==> src/rtl/muller_c_array.sv <==
// muller_c_array
//   Clocked emulation of a bank of generalised Muller C-elements. Each of
//   CHANNELS channels combines INPUTS inputs (with per-input inversion) under
//   the C rule: all ones -> 1, all zeros -> 0, otherwise hold. In pipeline
//   mode the channels form a Muller micropipeline with req/ack endpoints
//   taken from io_in. Per-channel saturating toggle counters are provided.
//
// Ports
//   wb_clk_i   : clock
//   wb_rst_i   : synchronous reset, active high
//   io_in      : raw inputs, bit i*INPUTS+j = channel i, input j
//   inv_mask   : per-input inversion, same layout (quasi-static)
//   mode       : 00 independent, 01 pipeline, 10/11 freeze
//   cnt_clr    : synchronous clear of all toggle counters
//   c_out      : C-element states
//   trans_cnt  : toggle counters, channel i at [i*CNT_W +: CNT_W]
//   busy       : 1 iff any c_out bit changed on the previous edge
module muller_c_array #(
  parameter int unsigned           CHANNELS    = 4,
  parameter int unsigned           INPUTS      = 3,
  parameter int unsigned           CNT_W       = 8,
  parameter int unsigned           SYNC_STAGES = 2,
  parameter logic [CHANNELS-1:0]   INIT_VAL    = '0
) (
  input  logic                         wb_clk_i,
  input  logic                         wb_rst_i,
  input  logic [CHANNELS*INPUTS-1:0]   io_in,
  input  logic [CHANNELS*INPUTS-1:0]   inv_mask,
  input  logic [1:0]                   mode,
  input  logic                         cnt_clr,
  output logic [CHANNELS-1:0]          c_out,
  output logic [CHANNELS*CNT_W-1:0]    trans_cnt,
  output logic                         busy
);

  localparam int unsigned NBITS = CHANNELS * INPUTS;

  logic [NBITS-1:0]    sync_q [SYNC_STAGES];
  logic [NBITS-1:0]    eff;
  logic [CHANNELS-1:0] c_next;
  logic [CHANNELS-1:0] toggles;
  logic [CHANNELS-1:0] left_in;
  logic [CHANNELS-1:0] right_nin;

  // Input synchroniser chain.
  always_ff @(posedge wb_clk_i) begin
    if (wb_rst_i) begin
      for (int unsigned k = 0; k < SYNC_STAGES; k++) begin
        sync_q[k] <= '0;
      end
    end else begin
      sync_q[0] <= io_in;
      for (int unsigned k = 1; k < SYNC_STAGES; k++) begin
        sync_q[k] <= sync_q[k-1];
      end
    end
  end

  assign eff = sync_q[SYNC_STAGES-1] ^ inv_mask;

  // Pipeline neighbours: stage i sees L = c[i-1] (req_in for stage 0) and
  // R = c[i+1] (ack_in for the last stage); R enters the C-element inverted.
  assign left_in   = {c_out[CHANNELS-2:0], eff[0]};
  assign right_nin = ~{eff[(CHANNELS-1)*INPUTS+1], c_out[CHANNELS-1:1]};

  always_comb begin
    c_next = c_out;
    case (mode)
      2'b00: begin
        for (int unsigned i = 0; i < CHANNELS; i++) begin
          if (&eff[i*INPUTS +: INPUTS]) begin
            c_next[i] = 1'b1;
          end else if (~|eff[i*INPUTS +: INPUTS]) begin
            c_next[i] = 1'b0;
          end
        end
      end
      2'b01: begin
        // Two-input C-element as a majority of (L, ~R, current state).
        c_next = (left_in & right_nin) | (c_out & (left_in | right_nin));
      end
      default: c_next = c_out;
    endcase
  end

  assign toggles = c_next ^ c_out;

  always_ff @(posedge wb_clk_i) begin
    if (wb_rst_i) begin
      c_out     <= INIT_VAL;
      trans_cnt <= '0;
      busy      <= 1'b0;
    end else begin
      c_out <= c_next;
      busy  <= |toggles;
      for (int unsigned i = 0; i < CHANNELS; i++) begin
        if (cnt_clr) begin
          trans_cnt[i*CNT_W +: CNT_W] <= '0;
        end else if (toggles[i] && (trans_cnt[i*CNT_W +: CNT_W] != '1)) begin
          trans_cnt[i*CNT_W +: CNT_W] <= trans_cnt[i*CNT_W +: CNT_W] + CNT_W'(1);
        end
      end
    end
  end

endmodule

==> config.mk <==
export PLATFORM = sky130hd
export DESIGN_NAME = muller_c_array
export DESIGN_NICKNAME = d
export VERILOG_FILES = /design/src/rtl/muller_c_array.sv
export SDC_FILE = /design/constraint.sdc
export NUM_CORES = 1
export LEC_CHECK = 0
export ABC_CLOCK_PERIOD_IN_PS = 3100
export BUFFER_PORTS_ARGS = -buffer_cell sky130_fd_sc_hd__buf_2
export CAP_MARGIN = 20
export CORE_MARGIN = 4
export CORE_UTILIZATION = 30
export DETAILED_ROUTE_END_ITERATION = 10
export MAX_ROUTING_LAYER = met4
export PLACE_DENSITY_LB_ADDON = 0.15
export SYNTH_ARGS = -nofsm -noshare
export SYNTH_HDL_FRONTEND = slang
export SYNTH_SLANG_ARGS = --single-unit
export TNS_END_PERCENT = 100
==> constraint.sdc <==
create_clock -name wb_clk_i -period 3.1 [get_ports wb_clk_i]
set_clock_uncertainty 0.15 [all_clocks]
set_input_delay 0 -clock wb_clk_i [delete_from_list [all_inputs] [get_ports wb_clk_i]]
set_output_delay 0 -clock wb_clk_i [all_outputs]
set_load 0.02 [all_outputs]
==> reports/qor.txt <==
Met2 wire length - 2980 um
Slew Viols, Final - 0
Die X - 104 um
Grt total ovfl - 0
Crit path capture type - flip-flop
CTS buffer count - 9
Power density cells - 500 mW/mm2
CTS sink count - 61
RePlAce Congestion - 0.765
Number of synthesized register bits - 61
Port Buffer Count - 65
Max Buffers Root-to-Sink - 2
Slowest CP cell - nor4b_1
Top FF cell, synth - dfxtp_1
Antenna violations before repair - 0
EDFF count, synth - 0
CTS tree - built
Number of global-route vias before repair - 2345
Final wirelength - 6550 um
Max Used Layer - met4
Nets - 429
Skew-Pair Late Insertion Delay - 0.33 ns
Clk network pwr share - 0.429
Cell breakdown of the critical path - nand2b_1 -> a311oi_2 -> nor4b_1 -> nor2_2 -> or4_1 -> a21oi_1
DR iter-0 viols - 145
NetSw - 0.442 mW
Std-Cell Rows - 34
Hold Buf Count CTS - 16
Slew @ Worst Pin - 0.837 ns
Area grow syn2layout - 28.0%
Seq pwr share - 0.461
Final Hold Vio Count - 0
Max_cap viols - 0
CP Max Fanout - 9
I/O pin count - 66
DR WL/cell - 12.9 um
Crit Path Class - flip-flop to flip-flop
Via count - 2468
Peak VDD IR - 0.201 mV
Yosys warnings - 0
Unrepaired setup endpoints after global routing - no
Clock slew at reported path FFs - 0.07 ns
Core ar. - 0.00889 mm2
WL met3 - 297 um
Critical path required time - 3.21 ns
M1 wire length - 3210 um
Setup TNS - 0 ns
Syn Nets - 348
Largest net degree at the start of global routing - 34
Hold Path Class - input port to flip-flop
Post-cts gate resize count - 0
# DRC - 0
CP Launch Type - flip-flop
Cells after synthesis - 315
Tcrit/Tclk final - 0.833
Die area - 0.0109 mm2
Yosys cell types - 52
Status - complete, no violations
Pre-Repair DR Iteration Count - 4
Final setup vio count - 0
Avg Vias per Cell - 4.85
Die Height - 104 um
Setup repair bufs after CTS - 0
Sw frac - 0.247
Leakage power - 1.42 nW
Data arrival, critical path - 2.70 ns
Ys async rst share - 0
Combinational share of power - 0.110
Max_slew headroom - 0.440
Fraction of layout instances using a drive strength above 1 - 0.222
# diodes - 0
GRT Overall Usage - 0.128
Final min period - 2.58 ns
Hpwl dp - 4620 um
Register area share after synthesis - 0.438
Hold slack - 0.0166 ns
Internal power - 1.34 mW
Root buffer cell - clkbuf_8
Avg Cell Area, Syn - 8.86 um2
Mapped Area - 0.00279 mm2
Fillers - 907
First-pass GRT wire length - 11100 um
Slowest stage delay, CP - 0.52 ns
Initial core utilization - 0.314
Post-DRT Antenna Nets - 0
FMAX - 387 MHz
CTS H-tree lvls - 3
-- worst paths after layout --
check	cells after the start	start	endpoint	slack (ns)
worst max-delay path	6	c_out[3]$_SDFF_PP0_	trans_cnt[23]$_SDFFE_PP0P_	0.52
worst min-delay path	2	wb_rst_i	c_out[3]$_SDFF_PP0_	0.02
worst max register to register	6	c_out[3]$_SDFF_PP0_	trans_cnt[23]$_SDFFE_PP0P_	0.52
worst min register to register	1	sync_q[0][9]$_SDFF_PP0_	sync_q[0][21]$_SDFF_PP0_	0.28
-- critical path: cells and delay by family (launching register included) --
family,cells,cell delay [ns]
flops,1,0.49
simple gates,4,1.30
compound gates,2,0.58
-- sequential cells by signal (all words and copies together) (netlist names) --
signal / cells
sync_q: 24
c_out: 4
trans_cnt: 32
busy: 1
-- routing by layer --
metal,track usage,vias up
li1,-,1283
met1,0.158,1122
met2,0.198,56
met3,0.0385,7
met4,0.0437,0
met5,-,-
-- metrics by stage --
stage | cell area, um2 | instances | util | total power [mW] | worst slack (ns)
after floorplan | 2790 | 315 | - | 0.966 | 0.623
after global placement | 3200 | 477 | 0.360 | 1.02 | 0.592
after detailed placement | 3200 | 477 | 0.360 | 1.02 | 0.543
after CTS | 3570 | 509 | 0.402 | 1.81 | 0.509
after global routing | 3570 | 509 | 0.402 | 1.87 | 0.361
final | 3570 | 509 | 0.402 | 1.78 | 0.518
-- synth_stat cells, drive strengths merged (2+ instances only) --
cell | count | area [um2]
nor3 | 7 | 35.0
or2 | 3 | 21.3
o21a | 2 | 15.0
nor2 | 26 | 100
mux2i | 4 | 40.0
a31oi | 5 | 31.3
ha | 4 | 50.1
or4 | 6 | 48.8
and4 | 3 | 26.3
nand2 | 22 | 82.6
nand3 | 16 | 80.1
xor2 | 2 | 17.5
clkbuf | 9 | 33.8
or3 | 5 | 31.3
and2 | 3 | 18.8
a21oi | 16 | 80.1
o21ai | 10 | 50.1
o31ai | 7 | 52.6
buf | 3 | 20.0
nor2b | 29 | 181
xnor2 | 23 | 201
o211ai | 8 | 60.1
and3 | 3 | 18.8
nand4 | 4 | 25.0
a211oi | 3 | 27.5
nor4 | 2 | 12.5
inv | 9 | 33.8
a22oi | 3 | 22.5
dfxtp | 61 | 1220
-- power groups by stage --
stage                     Combinational (mW)  Clock (mW)  Sequential, mW
final                                  0.196       0.766           0.824
after global routing                   0.219       0.823           0.826
after CTS                              0.198       0.787           0.823
after detailed placement               0.180           0           0.841
after global placement                 0.179           0           0.841
after floorplan                        0.118           0           0.848
-- cell type report --
class	count	area (um2)	share of cell area
Tap cell	108	135	0.0378
Multi-Input combinational cell	233	1480	0.415
Inverter	9	33.8	0.00946
Timing Repair Buffer	82	493	0.138
Clock buffer	11	131	0.0368
Clock inverter	5	75.1	0.0210
Sequential cell	61	1220	0.342
-- kinds of logic after synthesis --
| family | share of synthesized area |
|---|---|
| fa+ha+maj | 0.0179 |
| flops | 0.438 |
| compound gates | 0.161 |
| buf+inv | 0.0314 |
| mux | 0.0144 |
| xor+xnor | 0.0785 |
| simple gates | 0.259 |
-- layout by cell type (no fill, tap or decap), types with 3 or more instances in the layout --
cell type,count
clkinv_2,3
a21oi_1,16
mux2i_1,4
xnor2_1,23
nor3_1,7
nor2_1,25
o31ai_1,7
nand3_1,16
nand4_1,4
nand2_1,22
inv_1,9
or3_1,5
ha_1,4
a31oi_1,5
nor2b_1,29
and2_1,3
dfxtp_1,61
clkbuf_8,9
dlygate4sd3_1,16
and3_1,3
o211ai_1,8
a22oi_1,3
or4_1,5
buf_2,65
and4_1,3
o21ai_0,10
(Power assumes the default switching activity.)
